### src/rtl/shift_reg_pkg.sv
// Shared mode encodings for the universal shift register.
package shift_reg_pkg;

  typedef enum logic [1:0] {
    MODE_HOLD = 2'b00,
    MODE_SHR  = 2'b01,
    MODE_SHL  = 2'b10,
    MODE_LOAD = 2'b11
  } mode_e;

endpackage

### src/rtl/universal_shift_register.sv
// WIDTH-bit hold/shift/load register with serial ports and a word-completion counter.
// Define Q_BAR_EN to add the complementary output q_bar.
module universal_shift_register
  import shift_reg_pkg::*;
#(
  parameter int                 WIDTH       = 8,
  parameter logic [WIDTH-1:0]   RESET_VALUE = '0,
  parameter int                 CNT_W       = $clog2(WIDTH + 1)
) (
  input  logic             clk,
  input  logic             rst_n,
  input  logic             clr,
  input  logic             en,
  input  logic [1:0]       mode,
  input  logic             ser_in_r,
  input  logic             ser_in_l,
  input  logic [WIDTH-1:0] d,
  output logic [WIDTH-1:0] q,
  output logic             ser_out_r,
  output logic             ser_out_l,
  output logic [CNT_W-1:0] shift_cnt,
  output logic             word_done
`ifdef Q_BAR_EN
  ,
  output logic [WIDTH-1:0] q_bar
`endif
);

  logic [WIDTH-1:0] q_q, q_d;
  logic [CNT_W-1:0] cnt_q, cnt_d;
  logic             done_q, done_d;
  logic [WIDTH-1:0] shr_val, shl_val;
  logic             cnt_last;

  // A one-bit register has no neighbours, so a shift simply takes the serial bit.
  generate
    if (WIDTH == 1) begin : g_narrow
      assign shr_val = ser_in_r;
      assign shl_val = ser_in_l;
    end else begin : g_wide
      assign shr_val = {ser_in_r, q_q[WIDTH-1:1]};
      assign shl_val = {q_q[WIDTH-2:0], ser_in_l};
    end
  endgenerate

  assign cnt_last = (cnt_q == CNT_W'(WIDTH - 1));

  always_comb begin
    q_d    = q_q;
    cnt_d  = cnt_q;
    done_d = 1'b0;
    if (clr) begin
      q_d   = RESET_VALUE;
      cnt_d = '0;
    end else if (en) begin
      case (mode_e'(mode))
        MODE_SHR, MODE_SHL: begin
          q_d    = (mode_e'(mode) == MODE_SHR) ? shr_val : shl_val;
          // Wrap and pulse on the same edge so word_done lines up with the full word in q.
          cnt_d  = cnt_last ? '0 : cnt_q + 1'b1;
          done_d = cnt_last;
        end
        MODE_LOAD: begin
          q_d   = d;
          cnt_d = '0;
        end
        default: ;
      endcase
    end
  end

  always_ff @(posedge clk or negedge rst_n) begin
    if (!rst_n) begin
      q_q    <= RESET_VALUE;
      cnt_q  <= '0;
      done_q <= 1'b0;
    end else begin
      q_q    <= q_d;
      cnt_q  <= cnt_d;
      done_q <= done_d;
    end
  end

  assign q         = q_q;
  assign shift_cnt = cnt_q;
  assign word_done = done_q;
  assign ser_out_r = q_q[0];
  assign ser_out_l = q_q[WIDTH-1];

`ifdef Q_BAR_EN
  assign q_bar = ~q_q;
`endif

endmodule

### config.mk
export PLATFORM = sky130hd
export DESIGN_NAME = universal_shift_register
export DESIGN_NICKNAME = d
export VERILOG_FILES = /design/src/rtl/shift_reg_pkg.sv /design/src/rtl/universal_shift_register.sv
export SDC_FILE = /design/constraint.sdc
export NUM_CORES = 1
export LEC_CHECK = 0
export BUFFER_PORTS_ARGS = -buffer_cell sky130_fd_sc_hd__clkbuf_2
export CAP_MARGIN = 0
export CORE_UTILIZATION = 43
export DETAILED_ROUTE_END_ITERATION = 8
export GPL_TIMING_DRIVEN = 1
export HOLD_SLACK_MARGIN = 0.02
export PLACE_DENSITY = 0.73
export SKIP_CTS_REPAIR_TIMING = 1
export SYNTH_ARGS = -nofsm -noshare
export SYNTH_HDL_FRONTEND = slang
export SYNTH_SLANG_ARGS = --single-unit
### constraint.sdc
create_clock -name clk -period 1.46 [get_ports clk]
set_input_delay 0.146 -clock clk [delete_from_list [all_inputs] [get_ports clk]]
set_output_delay 0.146 -clock clk [all_outputs]
set_load 0.005 [all_outputs]
==> metrics, run 1 <==
endpoints failing setup 0; total number of yosys warnings 0; commonest register cell after synthesis dfrtp_1; net count after synthesis 117; Layout area overhead 26.8%; Synth top cells by count 13 x dfrtp_1, 11 x inv_1, 11 x nand2_1, 10 x nor2b_1, 9 x a21oi_1; reg2reg setup slack 0.06 ns; Initial Util 47.9%; CTS tree done; Max Fanout on Critical Path 2; Final nets 153; DRT iter0 DRCs 16; post-layout min period 1.40 ns; remaining antenna violation count 0; sequential area share after synthesis 37.7%; crit start category register; initial antenna violation count 0; final hold violations 0; reg2reg end shift_cnt[0]$_DFFE_PN0P_; cells on worst reg2reg path 5; Slew @ Worst Pin 0.423 ns; most frequent cell after synthesis dfrtp_1; via count 833; Place WS -0.00466 ns; Yosys top cell by area dfrtp_1; Worst Setup SP shift_cnt[0]$_DFFE_PN0P_; clk sinks 13; core box area 1800 um^2; first-pass GRT wire length 3210 um; total power per unit cell area 724 nW/um^2; Crit Reg-Reg Startpoint shift_cnt[0]$_DFFE_PN0P_; worst hold path class in -> reg; IO Count 31; depth of the CTS H-tree 1; chip width 46.8 um; cell row count 15; number of synthesized flops with an enable pin 0; crit path capture shift_cnt[0]$_DFFE_PN0P_; global route overflow 0; vias per inst 5.27; main area contributors after synthesis dfrtp_1 38%, a211o_1 8.1%, nor2b_1 7.2%; clk_lat worst skew 0.28 ns; Clock transition at path regs 0.08 ns; drt first pass iters 5; worst vdd ir 0.475 mV; routed len/inst 12.6 um; gr usage total 21.6%; vias in the first global route 753; largest net degree at the start of global routing 18; top-area cell type share of the netlist area 37.7%; ANT cells 0; synthesized instance count 98; asr flop ratio synth 100%; leakage power 0.567 nW; Post-route DRC 0; Slew Limit Fails 0; CP endpoint kind register; Layout Skew 0.00120 ns; Peak Freq 0.715 GHz; die area 2190 um^2; Vert. Die Dim 46.8 um; RSZ-0062 raised after global routing true; fin crit share 95.8%; Area after DPL 1060 um^2; total wire length 1990 um; Worst EP arrival 1.60 ns; clk buf depth 2; Mapped Area 863 um^2; RePlAce Congestion 0.872; critical path required time 1.67 ns; Final HPWL DP 1450 um; mean post-synth cell area 8.81 um^2; crit path kind reg -> reg; setup ws final 0.0619 ns; status finished, final reports clean; Final Cell Area 1090 um^2; Port Buffers 30; distinct cell type count after synthesis 26; layout cells sized above 1 32.3%; Max-slew headroom 71.7%; Seq cells post-synth 13; CTS Buf Count 3; CTS Root Cell clkbuf_4; Max Cap Viol 0
-- worst max-delay path, cell delays in order (launching register included) --
cell	delay, ns
dfrtp_1	0.40
ha_1	0.23
nand2_2	0.07
nor2_1	0.04
or4_1	0.46
a31oi_1	0.13
-- worst min path at each step --
stage                from                  end  cells after the start
floorplan           rst_n     q[0]$_DFFE_PN0P_                      0
global placement    rst_n     q[0]$_DFFE_PN0P_                      1
detailed placement  rst_n     q[0]$_DFFE_PN0P_                      1
CTS                 rst_n     q[1]$_DFFE_PN0P_                      1
global route         d[4]     q[4]$_DFFE_PN0P_                      4
finish                 en  word_done$_DFF_PN0_                      3
-- metrics by stage --
step	power, W	utilization (%)	setup TNS, ns	instances	hold WS, ns
after floorplan	0.000503	-	0	98	-0.150
after global placement	0.000565	58.6	0	153	0.0609
after detailed placement	0.000572	58.6	-0.0109	153	0.0633
after CTS	0.000804	60.1	0	157	-0.247
after global routing	0.000840	60.8	-0.00888	158	0.190
final	0.000792	60.8	0	158	0.167
-- kinds of logic (layout without fill, tap and decap cells) --
family | count (synthesis) | in the layout | share of synthesized area [%]
AO/OA/AOI/OAI | 32 | 32 | 27.7
AND/OR/NAND/NOR | 32 | 32 | 19.3
buffers and inverters | 18 | 53 | 11.0
flip-flops | 13 | 13 | 37.7
adder cells (fa/ha/maj) | 3 | 3 | 4.35
-- flip-flops by register name, indices dropped and copies added (netlist names) --
signal     count
word_done      1
shift_cnt      4
q              8
-- cell type report --
class	instances	area, um^2
fill	179	707
inverter	11	41.3
multi-input combinational	67	445
clock buffer	4	26.3
tap	25	31.3
timing repair buffer	38	225
sequential	13	325
-- routing by layer --
| metal | GRT usage [%] | wire length (um) | vias to the layer above | part of all wire, % |
|---|---|---|---|---|
| met3 | 6.92 | 104 | 4 | 5.2 |
| met1 | 28.0 | 938 | 393 | 47 |
| li1 | - | - | 411 | - |
| met4 | 10.3 | 34 | 0 | 1.7 |
| met5 | 0 | 0 | - | 0 |
| met2 | 32.8 | 917 | 25 | 46 |
-- where the power goes --
group          total (W)  internal, W  switching [W]
clock network   0.000225     0.000106       0.000119
logic           0.000180    0.0000834      0.0000969
registers       0.000387     0.000374      0.0000132
total           0.000792     0.000563       0.000229
-- cells in the final DEF, fill, tap and decap left out --
| master | count |
|---|---|
| clkbuf_2 | 30 |
| and3_1 | 1 |
| o21ai_4 | 1 |
| nand2_2 | 1 |
| a21oi_2 | 1 |
| nand3_1 | 1 |
| clkbuf_1 | 1 |
| ha_1 | 3 |
| buf_12 | 1 |
| nand2_1 | 10 |
| dlygate4sd3_1 | 1 |
| nor3_1 | 1 |
| nor2b_1 | 10 |
| buf_4 | 6 |
| inv_1 | 11 |
| a211oi_1 | 8 |
| a211o_1 | 8 |
| nor4_1 | 1 |
| a2bb2oi_1 | 2 |
| clkbuf_4 | 3 |
| nand3b_1 | 1 |
| nand2b_1 | 1 |
| a21oi_1 | 9 |
| dfrtp_1 | 13 |
| a22oi_1 | 2 |
| nor3b_1 | 1 |
| nor2_1 | 3 |
| a31oi_1 | 1 |
| or4_1 | 1 |
Power figures use the tool's default switching activity.
==> inputs of run 2 (changes only) <==
--- a/config.mk
+++ b/config.mk
@@ -5,13 +5,14 @@
 export SDC_FILE = /design/constraint.sdc
 export NUM_CORES = 1
 export LEC_CHECK = 0
+export ABC_AREA = 1
 export BUFFER_PORTS_ARGS = -buffer_cell sky130_fd_sc_hd__clkbuf_2
 export CAP_MARGIN = 0
 export CORE_UTILIZATION = 43
 export DETAILED_ROUTE_END_ITERATION = 8
 export GPL_TIMING_DRIVEN = 1
 export HOLD_SLACK_MARGIN = 0.02
-export PLACE_DENSITY = 0.73
+export PLACE_DENSITY = 0.74
 export SKIP_CTS_REPAIR_TIMING = 1
 export SYNTH_ARGS = -nofsm -noshare
 export SYNTH_HDL_FRONTEND = slang
==> run 2 against run 1 <==
Net effect:
- sequential share of layout area increased by 2.7 points
- combinational power decreased by 8%
- worst hold slack got worse by 0.033 ns
- utilization decreased by 3.8 points
- synthesized cell count increased by 15%
- register-to-register slack gained 0.18 ns
- critical path type unchanged
==> metrics, run 2 <==
crit path kind reg -> reg; vias in the first global route 727; Layout Skew 0.00323 ns; final hold violations 0; setup TNS 0 ns; CTS tree done; total wire length 1820 um; chip width 45.7 um; fin crit share 83.1%; total power per unit cell area 805 nW/um^2; distinct cell type count after synthesis 19; Max Fanout on Critical Path 6; Port Buffers 30; critical path required time 1.68 ns; largest net degree at the start of global routing 19; clk sinks 13; RSZ-0062 raised after global routing false; Final HPWL DP 1360 um; gr usage total 20.7%; synthesized instance count 113; via count 817; Layout area overhead 22.2%; initial antenna violation count 0; mean post-synth cell area 7.27 um^2; leakage power 0.567 nW; remaining antenna violation count 0; most common cell after layout, fill and taps aside nand2_1; Vert. Die Dim 45.7 um; WL met3 85 um; Metal-1 WL 847 um; CTS Buf Count 3; worst hold path class in -> reg; CTS Root Cell clkbuf_4; Place WS 0.221 ns; global route overflow 0; crit start category register; Slew Limit Fails 0; Mapped Area 822 um^2; clk_lat worst skew 0.28 ns; setup ws final 0.246 ns; layout cells sized above 1 32.6%; Peak Freq 0.824 GHz; Post-route DRC 0; DRT iter0 DRCs 13; drt first pass iters 4; fillcell total 186; commonest register cell after synthesis dfrtp_1; Slew @ Worst Pin 0.377 ns; IO Count 31; sequential cell area 325 um^2; worst vdd ir 0.320 mV; endpoints failing setup 0; multi-input combinational cell area 424 um^2; cell row count 15; ANT cells 0; top-area cell type share of the netlist area 39.6%; vias per inst 4.83; post-layout min period 1.21 ns; commonest non-fill, non-tap cells in the layout 48 x nand2_1, 30 x clkbuf_2, 18 x nand3_1; Worst EP arrival 1.44 ns; Yosys top cell by area dfrtp_1; first-pass GRT wire length 3060 um; total number of yosys warnings 0; Final nets 164; Clock transition at path regs 0.08 ns; depth of the CTS H-tree 1; sequential area share after synthesis 39.6%; CP endpoint kind register; core box area 1760 um^2; status finished, final reports clean; Synth top cells by count 48 x nand2_1, 18 x nand3_1, 13 x dfrtp_1, 7 x or2_2, 6 x inv_1; max reg flops 8; clk buf depth 2; Max-slew headroom 74.9%; uppermost routed layer met4; asr flop ratio synth 100%; Initial Util 46.6%; net count after synthesis 132; most frequent cell after synthesis nand2_1; RePlAce Congestion 0.806; die area 2090 um^2; Max Cap Viol 0; Seq cells post-synth 13; routed len/inst 10.8 um; number of synthesized flops with an enable pin 0; main area contributors after synthesis dfrtp_1 40%, nand2_1 22%, nand3_1 11%; WL met2 840 um
-- run 2: cell type report --
| cell class | count | area share (%) |
|---|---|---|
| inverters | 8 | 2.99 |
| clock buffers | 4 | 2.62 |
| well taps | 25 | 3.11 |
| repair buffers | 32 | 16.7 |
| flip-flops and latches | 13 | 32.4 |
| multi-input cells | 87 | 42.2 |
-- run 2: logic make-up after synthesis --
group	count (synthesis)	synth area share [%]
flops	13	39.6
buf+inv	13	8.83
simple gates	81	44.7
fa+ha+maj	3	4.57
compound gates	3	2.28
-- run 2: worst paths after layout --
kind / slack [ns] / cells after the start / startpoint / end
setup / recovery: 0.25 / 6 / shift_cnt[0]$_DFFE_PN0P_ / shift_cnt[3]$_DFFE_PN0P_
hold / removal: 0.13 / 3 / en / word_done$_DFF_PN0_
setup reg to reg: 0.25 / 6 / shift_cnt[0]$_DFFE_PN0P_ / shift_cnt[3]$_DFFE_PN0P_
hold reg to reg: 0.55 / 2 / q[7]$_DFFE_PN0P_ / q[7]$_DFFE_PN0P_
max in group asynchronous: 0.91 / 2 / rst_n / shift_cnt[1]$_DFFE_PN0P_
min in group asynchronous: 0.30 / 2 / rst_n / q[4]$_DFFE_PN0P_
-- run 2: power by group --
group | internal (W) | switching [W]
Combinational | 0.0000747 | 0.0000916
Clock | 0.000106 | 0.000126
Sequential | 0.000382 | 0.0000280
-- run 2: per-layer routing --
metal | vias to the layer above | global-route usage (%)
met3 | 5 | 4.76
met5 | - | 0
met4 | 0 | 10.6
li1 | 420 | -
met2 | 27 | 30.9
met1 | 365 | 27.9
-- run 2: critical path: stages (launching register included) --
cell and delay [ns]:
dfrtp_1 0.44, ha_1 0.25, nand3_1 0.13, nand2_1 0.07, nor2_1 0.14, nand2_1 0.06
nand2_1 0.05
-- run 2: stage by stage --
step	hold WS, ns	total power (W)	instances	instance area (um^2)	utilization [%]
2_1_floorplan	-0.150	0.000519	113	822	-
3_3_place_gp	0.0645	0.000578	164	968	54.9
3_5_place_dp	0.0672	0.000583	164	968	54.9
4_1_cts	-0.243	0.000815	168	995	56.4
5_1_grt	0.164	0.000865	169	1000	57.0
6_report	0.134	0.000809	169	1000	57.0
==> inputs of run 3 (changes only) <==
--- a/config.mk
+++ b/config.mk
@@ -5,14 +5,14 @@
 export SDC_FILE = /design/constraint.sdc
 export NUM_CORES = 1
 export LEC_CHECK = 0
-export ABC_AREA = 1
+export ABC_AREA = 0
 export BUFFER_PORTS_ARGS = -buffer_cell sky130_fd_sc_hd__clkbuf_2
 export CAP_MARGIN = 0
 export CORE_UTILIZATION = 43
 export DETAILED_ROUTE_END_ITERATION = 8
 export GPL_TIMING_DRIVEN = 1
 export HOLD_SLACK_MARGIN = 0.02
-export PLACE_DENSITY = 0.74
+export PLACE_DENSITY = 0.73
 export SKIP_CTS_REPAIR_TIMING = 1
 export SYNTH_ARGS = -nofsm -noshare
 export SYNTH_HDL_FRONTEND = slang
==> constraint.sdc (replaced) <==
create_clock -name clk -period 1.1 [get_ports clk]
set_input_delay 0.11 -clock clk [delete_from_list [all_inputs] [get_ports clk]]
set_output_delay 0.11 -clock clk [all_outputs]
set_load 0.005 [all_outputs]
==> run 3 against run 2 <==
Net effect:
- the flow now finishes with violations (setup timing)
- sequential share of layout area shrank 6.4 points
- power grew 38%
- largest cell class unchanged
- cell area grew 25%
- fmax shrank 12%
- critical path depth shrank 1
- clock power grew 24%
- global-route usage shrank 0.23 points
- die area grew 4.8%
- combinational power grew 87%
- via count grew 7.0%
==> metrics, run 3 (synthesis gave the netlist of run 1 again) <==
Hold Path Depth 4; Layout area overhead 45.8%; Hold EP q[6]$_DFFE_PN0P_; CTS Root Cell clkbuf_4; critical path required time 1.29 ns; initial antenna violation count 0; chip width 46.8 um; CTS Buf Count 3; crit start category register; Crit Reg-Reg Startpoint shift_cnt[0]$_DFFE_PN0P_; fillcell total 173; reg2reg setup slack -0.27 ns; Max-slew headroom 78.2%; Post-route DRC 0; cells on worst reg2reg path 5; via count 874; vias in the first global route 691; CTS tree done; post-layout min period 1.37 ns; Worst EP arrival 1.56 ns; layout cells sized above 1 47.9%; reg2reg end shift_cnt[0]$_DFFE_PN0P_; CP endpoint kind register; remaining antenna violation count 0; Max Cap Viol 0; Area after DPL 1120 um^2; drt first pass iters 5; Clock transition at path regs 0.08 ns; setup ws final -0.272 ns; Final HPWL DP 1420 um; Final Non-Filler Cells 167; Max Fanout on Critical Path 4; RSZ-0062 raised after global routing true; Vert. Die Dim 46.8 um; Fin Hold WS 0.142 ns; status finished, violations left; fin crit share 125%; core box area 1800 um^2; net switching power 0.000322 W; largest net degree at the start of global routing 18; endpoints failing setup 4; crit path kind reg -> reg; max reg flops 8; global route overflow 0; sequential cell area 327 um^2; worst vdd ir 0.838 mV; die area 2190 um^2; Final Cell Area 1260 um^2; commonest non-fill, non-tap cells in the layout 30 x clkbuf_2, 15 x buf_4, 12 x dfrtp_1; Sw Ratio 28.8%; total power per unit cell area 887 nW/um^2; Placed Cells 157; Slew Limit Fails 0; most common cell after layout, fill and taps aside clkbuf_2; Final nets 162; vias per inst 5.23; Port Buffers 30; Flop pwr share 46.1%; final hold violations 0; worst hold path class in -> reg; Min-Delay Startpoint d[6]; clk sinks 13; RePlAce Congestion 0.800; clock power share 26.0%; Peak Freq 0.729 GHz; DRT iter0 DRCs 13; leakage power 0.618 nW; ANT cells 0; failing checks setup timing; multi-input combinational cell area 541 um^2; total wire length 2100 um; gr usage total 20.5%; clk buf depth 2; depth of the CTS H-tree 1; Layout Skew 0.00832 ns; routed len/inst 12.6 um; internal power 0.000795 W; IO Count 31; first-pass GRT wire length 3080 um; setup TNS -0.483 ns; cell row count 15; Comb power frac 27.9%; Initial Util 47.9%; Slew @ Worst Pin 0.328 ns; clk_lat worst skew 0.28 ns
## run 3: changes by cell type in the layout (fill, tap and decap cells not counted), sizes merged, moves of 3 or more
cell,previous run,this run
nand3,18,1
nand2,49,11
a211oi,0,8
inv,8,11
a211o,0,8
or2,9,0
buf,1,16
nor2b,0,10
a21oi,1,10
## run 3: power by group through the flow
| stage | sequential (W) | combinational [W] | clock [W] |
|---|---|---|---|
| 4_1_cts | 0.000516 | 0.000266 | 0.000306 |
| 2_1_floorplan | 0.000527 | 0.000156 | 0 |
| 5_1_grt | 0.000517 | 0.000347 | 0.000326 |
| 6_report | 0.000515 | 0.000311 | 0.000290 |
| 3_5_place_dp | 0.000526 | 0.000264 | 0 |
| 3_3_place_gp | 0.000524 | 0.000262 | 0 |
## run 3: metal layers
metal | GRT usage (%) | wire [um] | vias up
met5 | 0 | 0 | -
li1 | - | - | 432
met4 | 5.14 | 11 | 0
met3 | 6.92 | 99 | 2
met1 | 26.6 | 916 | 416
met2 | 33.1 | 1070 | 24
## run 3: worst max-delay path by stage
stage,start,endpoint,cells past startpoint
CTS,shift_cnt[0]$_DFFE_PN0P_,shift_cnt[0]$_DFFE_PN0P_,5
finish,shift_cnt[0]$_DFFE_PN0P_,shift_cnt[0]$_DFFE_PN0P_,5
detailed placement,shift_cnt[0]$_DFFE_PN0P_,shift_cnt[0]$_DFFE_PN0P_,5
global route,shift_cnt[1]$_DFFE_PN0P_,shift_cnt[0]$_DFFE_PN0P_,5
global placement,shift_cnt[1]$_DFFE_PN0P_,shift_cnt[0]$_DFFE_PN0P_,5
floorplan,shift_cnt[0]$_DFFE_PN0P_,shift_cnt[0]$_DFFE_PN0P_,5
## run 3: through the flow
stage / worst slack, ns / utilization [%] / power (W)
final: -0.272 / 69.9 / 0.00112
after global routing: -0.308 / 69.9 / 0.00119
after CTS: -0.351 / 63.5 / 0.00109
after detailed placement: -0.314 / 62.0 / 0.000790
after global placement: -0.235 / 62.0 / 0.000785
after floorplan: -0.226 / - / 0.000683
## run 3: worst max-delay path: stages (launching register included)
cell     delay, ns
dfrtp_1       0.41
ha_4          0.18
nand2_2       0.06
nor2_1        0.04
or4_4         0.43
a31oi_4       0.16
## run 3: layout make-up
class                           count  share of cell area (%)
Multi-Input combinational cell     67                    42.9
Inverter                           11                    3.28
Tap cell                           25                    2.49
Timing Repair Buffer               47                    23.3
Clock buffer                        4                    2.09
Sequential cell                    13                    25.9
